==> src/rtl/seg7_scan_mux_if.sv <==
// ---------------------------------------------------------------------------
// seg7_scan_mux_if
// Groups the display-stage signals between the traffic light controller and
// the seven-segment scan multiplexer.
//
// Signals:
//   en          scan enable; low freezes the scan and darkens the display
//   HighwayN    7-bit segment pattern for digit 0 (bit 6 = seg a, 1 = lit)
//   CityE       7-bit segment pattern for digit 1
//   HighwayS    7-bit segment pattern for digit 2
//   CityW       7-bit segment pattern for digit 3
//   seg         shared segment bus to the display
//   an          one-hot, active-high digit enables
//   frame_start one-cycle pulse in the first cycle of each scan frame
//
// Modports:
//   master  the side producing patterns and consuming the display drive
//   slave   the scan multiplexer itself
// ---------------------------------------------------------------------------
interface seg7_scan_mux_if;
    logic       en;
    logic [6:0] HighwayN;
    logic [6:0] CityE;
    logic [6:0] HighwayS;
    logic [6:0] CityW;
    logic [6:0] seg;
    logic [3:0] an;
    logic       frame_start;

    modport master (
        output en, HighwayN, CityE, HighwayS, CityW,
        input  seg, an, frame_start
    );

    modport slave (
        input  en, HighwayN, CityE, HighwayS, CityW,
        output seg, an, frame_start
    );
endinterface

==> src/rtl/seg7_scan_mux.sv <==
// ---------------------------------------------------------------------------
// seg7_scan_mux
// Time-multiplexes four 7-bit segment patterns onto one 4-digit display with
// a shared segment bus. The four patterns are snapshotted once per frame, on
// the wrap out of digit 3, so a change mid-frame never tears the display.
//
// Parameters:
//   SCAN_DIV      clock cycles per digit slot (2..65535)
//   BLANK_CYCLES  leading dark cycles per slot when blanking is built in
//
// Build option:
//   SEG7_BLANK_EN  when defined, the first BLANK_CYCLES cycles of every slot
//                  are forced dark to suppress ghosting between digits.
//
// Ports:
//   clk   system clock, rising edge
//   rst   asynchronous, active-high reset
//   bus   seg7_scan_mux_if.slave (en, four patterns in; seg, an,
//         frame_start out, all outputs registered)
// ---------------------------------------------------------------------------
module seg7_scan_mux #(
    parameter int SCAN_DIV     = 16,
    parameter int BLANK_CYCLES = 2
) (
    input  logic              clk,
    input  logic              rst,
    seg7_scan_mux_if.slave    bus
);

    localparam int             CW      = $clog2(SCAN_DIV);
    localparam logic [CW-1:0]  CNT_MAX = CW'(SCAN_DIV - 1);

    // Elaboration-time guards on the parameter ranges.
    if (SCAN_DIV < 2 || SCAN_DIV > 65535) begin : g_bad_scan_div
        $error("seg7_scan_mux: SCAN_DIV out of range 2..65535");
    end
    if (BLANK_CYCLES < 0 || BLANK_CYCLES >= SCAN_DIV) begin : g_bad_blank
        $error("seg7_scan_mux: BLANK_CYCLES must be below SCAN_DIV");
    end

`ifdef SEG7_BLANK_EN
    localparam logic [CW-1:0]  BLANK_LIM = CW'(BLANK_CYCLES);
`endif

    logic [CW-1:0] cnt_q, cnt_d;
    logic [1:0]    idx_q, idx_d;
    logic [6:0]    sh_q [4];
    logic [6:0]    sh_d [4];
    logic [6:0]    seg_q, seg_d;
    logic [3:0]    an_q, an_d;
    logic          frame_start_q, frame_start_d;
    logic          lit;

    // Next-state and output decode. Outputs are computed from the post-edge
    // state (the _d values) so that the registered outputs line up with the
    // counter/index they describe. The snapshot feeds sh_d directly, which is
    // why the first cycle of a new frame already shows the new patterns.
    always_comb begin
        cnt_d         = cnt_q;
        idx_d         = idx_q;
        sh_d          = sh_q;
        frame_start_d = 1'b0;
        an_d          = '0;
        seg_d         = '0;
        lit           = 1'b1;

        if (bus.en) begin
            if (cnt_q == CNT_MAX) begin
                cnt_d = '0;
                idx_d = idx_q + 2'd1;
                if (idx_q == 2'd3) begin
                    sh_d[0]       = bus.HighwayN;
                    sh_d[1]       = bus.CityE;
                    sh_d[2]       = bus.HighwayS;
                    sh_d[3]       = bus.CityW;
                    frame_start_d = 1'b1;
                end
            end else begin
                cnt_d = cnt_q + CW'(1);
            end

`ifdef SEG7_BLANK_EN
            lit = (cnt_d >= BLANK_LIM);
`else
            lit = 1'b1;
`endif

            if (lit) begin
                an_d  = 4'b0001 << idx_d;
                seg_d = sh_d[idx_d];
            end
        end
    end

    // State and output registers; reset darkens everything and restarts the
    // scan at digit 0 with blank shadows.
    always_ff @(posedge clk or posedge rst) begin
        if (rst) begin
            cnt_q         <= '0;
            idx_q         <= '0;
            sh_q          <= '{default: '0};
            seg_q         <= '0;
            an_q          <= '0;
            frame_start_q <= 1'b0;
        end else begin
            cnt_q         <= cnt_d;
            idx_q         <= idx_d;
            sh_q          <= sh_d;
            seg_q         <= seg_d;
            an_q          <= an_d;
            frame_start_q <= frame_start_d;
        end
    end

    assign bus.seg         = seg_q;
    assign bus.an          = an_q;
    assign bus.frame_start = frame_start_q;

endmodule

==> src/flat_wrapper.sv <==
// flat-port wrapper written by rule: the top's interface ports become plain ports
module seg7_scan_mux_flat 
#(
    parameter int SCAN_DIV     = 16,
    parameter int BLANK_CYCLES = 2
)
  (clk, rst, bus_en, bus_HighwayN, bus_CityE, bus_HighwayS, bus_CityW, bus_seg, bus_an, bus_frame_start);
  seg7_scan_mux_if bus_i ();
  input  logic clk;
  input  logic rst;
  input wire logic [$bits(bus_i.en)-1:0] bus_en;
  input wire logic [$bits(bus_i.HighwayN)-1:0] bus_HighwayN;
  input wire logic [$bits(bus_i.CityE)-1:0] bus_CityE;
  input wire logic [$bits(bus_i.HighwayS)-1:0] bus_HighwayS;
  input wire logic [$bits(bus_i.CityW)-1:0] bus_CityW;
  output wire logic [$bits(bus_i.seg)-1:0] bus_seg;
  output wire logic [$bits(bus_i.an)-1:0] bus_an;
  output wire logic [$bits(bus_i.frame_start)-1:0] bus_frame_start;
  assign bus_i.en = bus_en;
  assign bus_i.HighwayN = bus_HighwayN;
  assign bus_i.CityE = bus_CityE;
  assign bus_i.HighwayS = bus_HighwayS;
  assign bus_i.CityW = bus_CityW;
  assign bus_seg = bus_i.seg;
  assign bus_an = bus_i.an;
  assign bus_frame_start = bus_i.frame_start;
  seg7_scan_mux #(.SCAN_DIV(SCAN_DIV), .BLANK_CYCLES(BLANK_CYCLES)) u_core (.clk(clk), .rst(rst), .bus(bus_i));
endmodule
==> config.mk <==
export PLATFORM = sky130hd
export DESIGN_NAME = seg7_scan_mux_flat
export DESIGN_NICKNAME = d
export VERILOG_FILES = /design/src/rtl/seg7_scan_mux_if.sv /design/src/rtl/seg7_scan_mux.sv /design/src/flat_wrapper.sv
export SDC_FILE = /design/constraint.sdc
export NUM_CORES = 1
export LEC_CHECK = 0
export BUFFER_PORTS_ARGS = -buffer_cell sky130_fd_sc_hd__buf_2
export CELL_PAD_IN_SITES_DETAIL_PLACEMENT = 1
export CELL_PAD_IN_SITES_GLOBAL_PLACEMENT = 1
export CORE_MARGIN = 3
export CORE_UTILIZATION = 45
export DETAILED_ROUTE_END_ITERATION = 6
export PLACE_DENSITY = 0.77
export SYNTH_ARGS = -nofsm -noshare
export SYNTH_HDL_FRONTEND = slang
export SYNTH_SLANG_ARGS = --single-unit
==> constraint.sdc <==
create_clock -name clk -period 2.6 [get_ports clk]
set_clock_uncertainty 0.15 [all_clocks]
set_input_delay 0.52 -clock clk [delete_from_list [all_inputs] [get_ports clk]]
set_output_delay 0.52 -clock clk [all_outputs]
set_load 0.02 [all_outputs]
Yosys cells after proc, flatten, opt, wreduce, memory -nomap -nowiden
Index checks and enable logic that the tools add are counted.
{ "totals": {"word_cells": 30, "output_inout_bits": 12, "inputBits": 31, "register_bits": 46} }
{ "op_classes": {"shifts": 1, "magnitude_cmp": 1, "n_addsub": 2, "n_bitwise": 1, "n_eq_ne": 2, "n_mux": 14} }
{ "op_table": {"columns": ["op", "count"], "rows": [
  ["two-way mux 28 bit", 3],
  ["two-way mux 7 bit", 3],
  ["binary-select mux 7 bit (select 2 bit)", 1],
  ["two-way mux 4 bit", 2],
  ["adder 4 x 1 -> 4 bit, second input constant", 1],
  ["== test 4 bit, second input constant", 1],
  ["two-way mux 2 bit", 2],
  ["<< shifter 1 x 2 -> 4 bit, first input constant", 1],
  ["greater-or-equal comparator 3 bit, second input constant", 1],
  ["two-way mux 1 bit", 3],
  ["inverter 2 -> 3 bit", 1],
  ["adder 2 x 1 -> 2 bit, second input constant", 1],
  ["== test 2 bit, second input constant", 1]
]} }

Depth between registers and ports, before layout
Gate-level depths: netlist of the first run.
{ "depth": {"word_depth": 8, "ltp_mapped": 8, "mapped_depth_nobuf": 5} }

Least setup slack after synthesis of the first run
Ideal clock, no wire load.
{ "synth_path": {"path_type": "reg2reg", "start": "register u_core.idx_q[1]", "end": "register u_core.seg_q[6] (netlist: u_core.bus.seg[6])", "n_path_buf": 2, "period_less_slack_ps": 1912, "arrival_ps": 1641, "path_stages_with_launch": 8, "t_required_ps": 2329, "slack_ps": 688, "setup_ps": 121, "path_cell_list": "dfrtp_1 > ha_1 > buf_6 > buf_6 > mux4_2 > nor2_1 > a21oi_1 > a22o_1"} }
{ "synth_via": {"elab_chain_cells": 8, "elab_cells_between_ends": 12, "cone_classes": "add/sub: 1; eq/ne: 1; mux: 9; bitwise: 1"} }
{ "synth_rtl": {"columns": ["element", "line", "text"], "rows": [
  ["from (decl)", "seg7_scan_mux.sv:46", "logic [1:0] idx_q, idx_d;"],
  ["from (signal assigned)", "seg7_scan_mux.sv:107", "idx_q <= idx_d;"],
  ["adder 2 x 1 -> 2 bit / == test 2 bit (equally long branches)", "seg7_scan_mux.sv:70, seg7_scan_mux.sv:71", null],
  ["two-way mux 2 bit / two-way mux 28 bit (equally long branches)", "seg7_scan_mux.sv:68, seg7_scan_mux.sv:71", null],
  ["two-way mux 2 bit / two-way mux 28 bit (equally long branches)", "seg7_scan_mux.sv:67, seg7_scan_mux.sv:68", null],
  ["inverter 2 -> 3 bit (not written as such) / two-way mux 28 bit (equally long branches)", "seg7_scan_mux.sv:90, seg7_scan_mux.sv:67", null],
  ["binary-select mux 7 bit (select 2 bit) (*)", "seg7_scan_mux.sv:90", "seg_d = sh_d[idx_d];"],
  ["two-way mux 7 bit (not written as such) (*) (2 in series)", "seg7_scan_mux.sv:90", null],
  ["two-way mux 7 bit (*)", "seg7_scan_mux.sv:67", "if (bus.en) begin"],
  ["via u_core.seg_d[6]", "seg7_scan_mux.sv:49", "logic [6:0] seg_q, seg_d;"],
  ["to (signal assigned)", "seg7_scan_mux.sv:109", "seg_q <= seg_d;"],
  ["to (decl)", "seg7_scan_mux.sv:49", null]
]} }
Mark *: on every way through the listed nets, which the timed path passes. The rest lies on a longest branch. The select of a mux whose other input is x is not followed.
A chain may end at the register's enable or synchronous reset.

Worst setup path in the final report of the first run
{ "layout_path": {"start": "register u_core.cnt_q[0]", "end": "register u_core.seg_q[2] (netlist: u_core.bus.seg[2])"} }
{ "layout_via": {"elab_chain_cells": 8, "elab_cells_between_ends": 10, "cone_classes": "eq/ne: 1; mux: 8; bitwise: 1"} }
{ "layout_rtl": {"columns": ["element", "line", "text"], "rows": [
  ["from (decl)", "seg7_scan_mux.sv:45", "logic [CW-1:0] cnt_q, cnt_d;"],
  ["from (signal assigned)", "seg7_scan_mux.sv:106", "cnt_q <= cnt_d;"],
  ["== test 4 bit (*)", "seg7_scan_mux.sv:68", "if (cnt_q == CNT_MAX) begin"],
  ["two-way mux 2 bit", "seg7_scan_mux.sv:68", null],
  ["two-way mux 2 bit", "seg7_scan_mux.sv:67", null],
  ["inverter 2 -> 3 bit (not written as such)", "seg7_scan_mux.sv:90", null],
  ["binary-select mux 7 bit (select 2 bit) (*)", "seg7_scan_mux.sv:90", null],
  ["two-way mux 7 bit (not written as such) (*) (2 in series)", "seg7_scan_mux.sv:90", null],
  ["two-way mux 7 bit (*)", "seg7_scan_mux.sv:67", null],
  ["via u_core.seg_d[2]", "seg7_scan_mux.sv:49", null]
]} }
Marks and branches as above.

==> out/qor.yml, run 1 <==
outcome:
  outcome: "finished, final reports clean"
worst_setup_path:
  endpoint_kind: "flip-flop"
  timing.reg2reg.setup_slack_ns: 0.44
  r2r-start: "u_core.cnt_q[0]$_DFFE_PP0P_"
  worst-path-max-fanout: 8
  startpoint_type: "flip-flop"
  critPathRequiredTime_ns: 2.69
  reg2reg_to: "u_core.bus.seg[2]$_DFF_PP0_"
  reg2regPathDepth: 5
  worstSetupPathType: "flip-flop to flip-flop"
  cp.arrival_ns: 2.24
detailed_routing:
  antenna_left: 0
  vias: 1796
  first_pass_iters: 4
  via_per_inst: 5.666
  wl_per_cell_microns: 18.58
  drtIter0Drc: 81
  drc: 0
  wl_mm: 5.890
floorplan:
  die_height_microns: 80.89
  boundaryPins: 43
  die-area_sq_um: 6542
  die_w_microns: 80.89
  start_util_pct: 47.89
  core.rowCount: 26
  fp.coreArea_sq_um: 5270
power_and_ir_drop:
  leakage_nw: 1.415
  clockPowerShare_pct: 20.2
  p_sw_mw: 0.8368
  power_frac_comb_pct: 39.1
  intPower_mw: 1.429
  powerDensity_nw_per_um2: 784.1
  sw_frac_of_total_pct: 36.94
  peakVddDrop_uv: 309.5
  seqPwrFrac_pct: 40.7
synthesis:
  yosys_warnings: 0
  yosysTopAreaCell: "dfrtp_1"
  synth_top_area_share_pct: 45.61
  netlist_instances: 206
  syn_area_sq_um: 2524
  async_flop_share_pct: 100.0
  syn_area_per_cell_sq_um: 12.25
  synthesis.nets: 239
  synth_seq_cells: 46
  ys_types: 35
  synth_edf_count: 0
  synth.area.top_cells: "dfrtp_1, mux2_2, mux4_2, mux2_4, a21oi_1"
  ys.flop_type: "dfrtp_1"
  ys_seq_area_share_pct: 45.61
clocking:
  cts_tree: "built"
  clock_latency_ns: 0.30
  cts.hold.buffers_added: 0
  cts_made_buffers: 5
  clockRootBuffer: "clkbuf_8"
  cts_resized: 0
  h-tree-depth: 2
  clkTransAtPathRegs_ns: 0.09
  clock_sinks: 46
  clockBufferDepth: 2
  postCtsSetupBuffers: 0
sta:
  maxSlewHeadroom_pct: 47.14
  rsz0062_at_grt: "no"
  worst_pin_slew_ns: 0.7929
  finalSetupViolCount: 0
  period_share_pct: 82.95
  hold_violations: 0
  finalSetupTns_ns: 0
  fmax_ghz: 0.4636
  drv_slew: 0
  min_period_ns: 2.157
  setup_ws_ns: 0.4432
grt:
  globalRouteOverflowTotal: 0
  antenna_found_initial: 0
  grt_pass1_wl_mm: 9.660
  grt_max_degree: 47
  grt_util_all_layers_pct: 19.65
  grt_pass1_vias: 1908
finish:
  fin_util_pct: 54.82
  antenna_cells: 0
  drive_gt1_share_pct: 41.70
  nNetsFinal: 279
  area_growth_pct: 14.48
place:
  dpl.hpwl_mm: 4.193
  dp_slack_ns: 0.4936
  port_buffers: 42
  gp_congestion: 0.7070
worst_hold_path:
  hp-class: "input pin to asynchronous set/reset pin"
flow_run:
  drv_cap: 0
worst max path at each step:
stage	to	cells past startpoint	startpoint	slack, ns
6_report	u_core.bus.seg[2]$_DFF_PP0_	5	u_core.cnt_q[0]$_DFFE_PP0P_	0.44
5_1_grt	u_core.bus.seg[2]$_DFF_PP0_	5	u_core.cnt_q[0]$_DFFE_PP0P_	0.29
4_1_cts	u_core.bus.seg[2]$_DFF_PP0_	5	u_core.cnt_q[0]$_DFFE_PP0P_	0.43
3_5_place_dp	u_core.bus.seg[2]$_DFF_PP0_	5	u_core.cnt_q[0]$_DFFE_PP0P_	0.49
3_3_place_gp	u_core.bus.seg[2]$_DFF_PP0_	5	u_core.cnt_q[0]$_DFFE_PP0P_	0.49
2_1_floorplan	u_core.bus.seg[6]$_DFF_PP0_	7	u_core.idx_q[1]$_DFFE_PP0P_	0.69
state kept, by name, summed over array words and instances, names as in the netlist:
register                flops
u_core.bus.an               4
u_core.bus.frame_start      1
u_core.bus.seg              7
u_core.cnt_q                4
u_core.idx_q                2
u_core.sh_q                28
metrics by stage:
stage	std cells	hold slack, ns	area (sq um)	total power [mW]
2_1_floorplan	206	0.3398	2524	1.604
4_1_cts	317	0.1204	2889	2.295
3_3_place_gp	309	0.3571	2798	1.786
5_1_grt	317	0.1437	2889	2.424
6_report	317	0.1052	2889	2.265
3_5_place_dp	309	0.3738	2798	1.823
cells by family after synthesis:
logic type      count (synthesis)  share of synthesized area (%)
flops                          46                          45.61
simple gates                   42                          9.371
xor+xnor                        3                          1.041
compound gates                 41                          10.26
buf+inv                        21                          4.958
mux                            51                          27.76
fa+ha+maj                       2                         0.9914
Yosys cell counts (2+ instances only):
master,count
mux2_1,2
xnor2_1,3
mux2i_1,7
dfrtp_1,46
o31ai_1,4
nand3_1,4
a32o_1,5
mux2_4,9
o21ai_0,4
mux4_2,9
buf_2,10
ha_1,2
nand4_1,2
o22ai_1,5
nor2_1,8
buf_6,4
a22o_1,2
nor3_1,10
nand2_1,4
mux2_2,24
nand3b_1,6
a21oi_1,19
clkbuf_1,2
inv_1,4
cell usage in the layout, fill, tap and decap left out, drive strengths merged:
cell type  netlist  final
buf             15     50
nand4            3      3
nand2b           1      1
mux4             9      9
a22o             2      2
xnor2            3      3
nand3            5      5
or2              1      1
nand3b           6      6
nor2             8      8
nor3b            1      1
ha               2      2
inv              4      4
a32o             5      5
mux2            35     35
o21ai            4      4
o31ai            4      4
nor3            10     10
nand2            4      4
and3             1      1
o21a             1      1
nand4b           1      1
a21oi           19     19
o22ai            5      5
a21boi           1      1
mux2i            7      7
nor2b            1      1
dfrtp           46     46
clkbuf           2      7
clkinv           0      1
power by group through the flow:
stage	clock (mW)	sequential (mW)	combinational (mW)
after global placement	0	0.929	0.856
after CTS	0.476	0.922	0.897
after floorplan	0	0.956	0.648
after global routing	0.498	0.938	0.988
final	0.458	0.922	0.885
after detailed placement	0	0.935	0.887
final cells by class:
cell class                 instances  area [sq um]
clock buffer                       7         86.33
sequential                        46          1152
timing repair buffer              50         295.3
clock inverter                     1         5.005
fill                             572          2381
tap                               70         87.58
multi-input combinational        139          1247
inverter                           4         15.01
per-layer routing:
metal | track usage [%] | up-vias | part of all wire [%]
met2 | 34.65 | 31 | 52
met1 | 25.39 | 915 | 44
met4 | 4.054 | 0 | 0.65
li1 | - | 847 | -
met5 | 0 | - | 0
met3 | 3.326 | 3 | 3.3
worst max-delay path: stages, from the launching register on:
cell     delay [ns]
dfrtp_1        0.42
ha_1           0.31
nand3_2        0.18
o21ai_0        0.10
a21oi_1        0.63
a32o_1         0.29
(Power assumes the default switching activity.)
==> inputs of run 2 (changes only) <==
--- a/config.mk
+++ b/config.mk
@@ -5,13 +5,14 @@
 export SDC_FILE = /design/constraint.sdc
 export NUM_CORES = 1
 export LEC_CHECK = 0
+export ABC_AREA = 1
 export BUFFER_PORTS_ARGS = -buffer_cell sky130_fd_sc_hd__buf_2
 export CELL_PAD_IN_SITES_DETAIL_PLACEMENT = 1
 export CELL_PAD_IN_SITES_GLOBAL_PLACEMENT = 1
 export CORE_MARGIN = 3
-export CORE_UTILIZATION = 45
+export CORE_UTILIZATION = 40
 export DETAILED_ROUTE_END_ITERATION = 6
-export PLACE_DENSITY = 0.77
+export PLACE_DENSITY = 0.76
 export SYNTH_ARGS = -nofsm -noshare
 export SYNTH_HDL_FRONTEND = slang
 export SYNTH_SLANG_ARGS = --single-unit
==> constraint.sdc (replaced) <==
create_clock -name clk -period 2.1 [get_ports clk]
set_clock_uncertainty 0.15 [all_clocks]
set_input_delay 0.42 -clock clk [delete_from_list [all_inputs] [get_ports clk]]
set_output_delay 0.42 -clock clk [all_outputs]
set_load 0.02 [all_outputs]
==> out/qor.yml, run 2 <==
power_and_ir_drop:
  leakage_nw: 1.532
  clockPowerShare_pct: 19.7
  sw_frac_of_total_pct: 41.96
  seqPwrFrac_pct: 34.2
  intPower_mw: 2.420
  peakVddDrop_uv: 469.9
  power_mw: 4.170
  power_frac_comb_pct: 46.1
  p_sw_mw: 1.750
  powerDensity_nw_per_um2: 1394
place:
  gp_congestion: 0.8072
  port_buffers: 42
  placed_cells: 449
  dpl.hpwl_mm: 5.304
  dpl_cell_area_sq_um: 2803
worst_setup_path:
  cp.arrival_ns: 1.94
  worstSetupPathType: "flip-flop to flip-flop"
  critPathRequiredTime_ns: 2.15
  r2r-start: "u_core.idx_q[1]$_DFFE_PP0P_"
  worst-path-max-fanout: 14
  endpoint_kind: "flip-flop"
  cp_slowest_stage_delay_ns: 0.39
  slowest_stage: "dfrtp_1"
  timing.reg2reg.setup_slack_ns: 0.21
  reg2regPathDepth: 7
  cp_cell_sequence: "ha_1 > buf_4 > clkinvlp_4 > o211ai_1 > o211ai_1 > nand2_1 > nand2_1"
  startpoint_type: "flip-flop"
  reg2reg_to: "u_core.bus.seg[0]$_DFF_PP0_"
clocking:
  clockBufferDepth: 2
  clkTransAtPathRegs_ns: 0.09
  h-tree-depth: 2
  clockRootBuffer: "clkbuf_8"
  clock_sinks: 46
  cts_tree: "built"
  clock_latency_ns: 0.30
  cts_made_buffers: 5
finish:
  num-fill-cells: 798
  antenna_cells: 0
  layout_commonest_cell: "nand2_1"
  largest_reg_flops: 28
  regMostFlops: "u_core.sh_q"
  design_area_sq_um: 2992
  final_cell_mix: "nand2_1, o21ai_0, dfrtp_1"
  nNetsFinal: 419
  layout.cells.non_filler: 462
  drive_gt1_share_pct: 19.90
  area_growth_pct: 19.01
  fin_util_pct: 49.94
detailed_routing:
  wl_mm: 7.183
  antenna_left: 0
  via_per_inst: 5.141
  wl_per_cell_microns: 15.55
  first_pass_iters: 4
  drtIter0Drc: 104
  drc: 0
  vias: 2375
synthesis:
  synthTopCellsByCount: "nand2_1, o21ai_0, dfrtp_1"
  netlist_instances: 339
  synth_edf_count: 0
  ys.flop_type: "dfrtp_1"
  synthesis.nets: 372
  ys_types: 28
  yosys_warnings: 0
  syn_area_per_cell_sq_um: 7.415
  synth.area.top_cells: "dfrtp_1, nand2_1, o21ai_0, inv_1, nor2_1"
  async_flop_share_pct: 100.0
  synth_seq_cells: 46
  yosysTopAreaCell: "dfrtp_1"
  synth_top_area_share_pct: 45.79
  yosysMostFrequentCell: "nand2_1"
  ys_seq_area_share_pct: 45.79
  syn_area_sq_um: 2514
sta:
  finalSetupViolCount: 0
  hold_violations: 0
  fmax_ghz: 0.5278
  worst_pin_slew_ns: 0.5167
  drv_slew: 0
  rsz0062_at_grt: "no"
  min_period_ns: 1.895
  maxSlewHeadroom_pct: 65.51
  period_share_pct: 90.22
  finalSetupTns_ns: 0
floorplan:
  core.rowCount: 28
  boundaryPins: 43
  die-area_sq_um: 7271
  start_util_pct: 41.96
  die_w_microns: 85.27
  die_height_microns: 85.27
  fp.coreArea_sq_um: 5991
grt:
  grt_max_degree: 35
  grt_pass1_vias: 2499
  globalRouteOverflowTotal: 0
  grt_pass1_wl_mm: 12.00
  grt_util_all_layers_pct: 20.73
  antenna_found_initial: 0
worst_hold_path:
  min_to: "u_core.sh_q[27]$_DFFE_PP0P_"
  hp-class: "input pin to flip-flop"
  worstHoldPathCells: 3
  min-delay-start: "bus_HighwayN[6]"
outcome:
  outcome: "finished, final reports clean"
flow_run:
  drv_cap: 0
-- run 2: changes by cell type in the layout (fill, tap and decap cells not counted), sizes merged, moves of 6 or more --
cell / before / now
a21oi: 19 / 12
inv: 4 / 38
mux2: 35 / 0
mux2i: 7 / 0
mux4: 9 / 0
nand2: 4 / 116
nand3: 5 / 11
nand3b: 6 / 0
nor2: 8 / 21
nor3: 10 / 1
o211ai: 0 / 7
o21ai: 4 / 54
o22ai: 5 / 11
-- run 2: power by group through the flow --
stage	clock network (mW)	registers [mW]	logic [mW]
after floorplan	0	1.50	1.31
after global placement	0	1.42	1.84
after detailed placement	0	1.45	1.91
after CTS	0.836	1.43	1.93
after global routing	0.867	1.47	2.20
final	0.822	1.43	1.92
-- run 2: cell type report --
| cell class | count | area [sq um] | share of cell area [%] |
|---|---|---|---|
| clock buffer | 6 | 82.58 | 2.760 |
| timing repair buffer | 56 | 330.3 | 11.04 |
| inverter | 39 | 150.1 | 5.019 |
| clock inverter | 2 | 60.06 | 2.008 |
| multi-input combinational | 238 | 1124 | 37.56 |
| tap | 75 | 93.84 | 3.137 |
| sequential | 46 | 1151 | 38.48 |
-- run 2: per-stage QoR --
step           setup slack, ns  hold slack [ns]
2_1_floorplan           0.4422           0.2925
3_3_place_gp            0.1874           0.2757
4_1_cts                0.08540           0.1844
6_report                0.2053           0.1835
5_1_grt                0.05467           0.2042
3_5_place_dp           0.09707           0.2919
-- run 2: worst max-delay path by stage --
| stage | depth (start not counted) | to | startpoint | slack [ns] |
|---|---|---|---|---|
| after CTS | 7 | u_core.bus.seg[2]$_DFF_PP0_ | u_core.cnt_q[0]$_DFFE_PP0P_ | 0.09 |
| after global routing | 9 | u_core.bus.seg[2]$_DFF_PP0_ | u_core.cnt_q[0]$_DFFE_PP0P_ | 0.05 |
| after floorplan | 1 | u_core.bus.an[0]$_DFF_PP0_ | rst | 0.44 |
| after detailed placement | 7 | u_core.bus.seg[3]$_DFF_PP0_ | u_core.cnt_q[0]$_DFFE_PP0P_ | 0.1 |
| after global placement | 7 | u_core.bus.seg[3]$_DFF_PP0_ | u_core.cnt_q[0]$_DFFE_PP0P_ | 0.19 |
| final | 7 | u_core.bus.seg[0]$_DFF_PP0_ | u_core.idx_q[1]$_DFFE_PP0P_ | 0.21 |
-- run 2: critical path: cells and delay by family, from the launching register on --
kind                     cells  cell delay [ns]
AO/OA/AOI/OAI                2             0.40
adder cells (fa/ha/maj)      1             0.24
buffers and inverters        2             0.46
flip-flops                   1             0.39
AND/OR/NAND/NOR              2             0.16
-- run 2: metal layers --
metal	global-route usage (%)	vias to the layer above	wire [microns]
met1	25.31	1139	3068
met3	3.398	13	252
li1	-	1181	-
met5	0	-	0
met2	37.22	42	3726
met4	6.331	0	137
-- run 2: kinds of logic (layout without fill, tap and decap cells) --
| logic type | after synthesis | in the layout | synth area share, % |
|---|---|---|---|
| AOI/OAI and AO/OA | 84 | 84 | 18.17 |
| xor gates and xnor gates | 1 | 1 | 0.3485 |
| buffers and inverters | 55 | 103 | 9.606 |
| DFF | 46 | 46 | 45.79 |
| adders and majority gates | 2 | 2 | 0.9954 |
| and+or+nand+nor | 151 | 151 | 25.09 |
-- run 2: what timing repair did --
action | in CTS | in global routing
endpoints found under the setup margin | 0 | 4
resized for setup | 0 | 2
hold buffers | 1 | 0
hold endpoints to repair | 15 | 0
setup buffers | 0 | 4
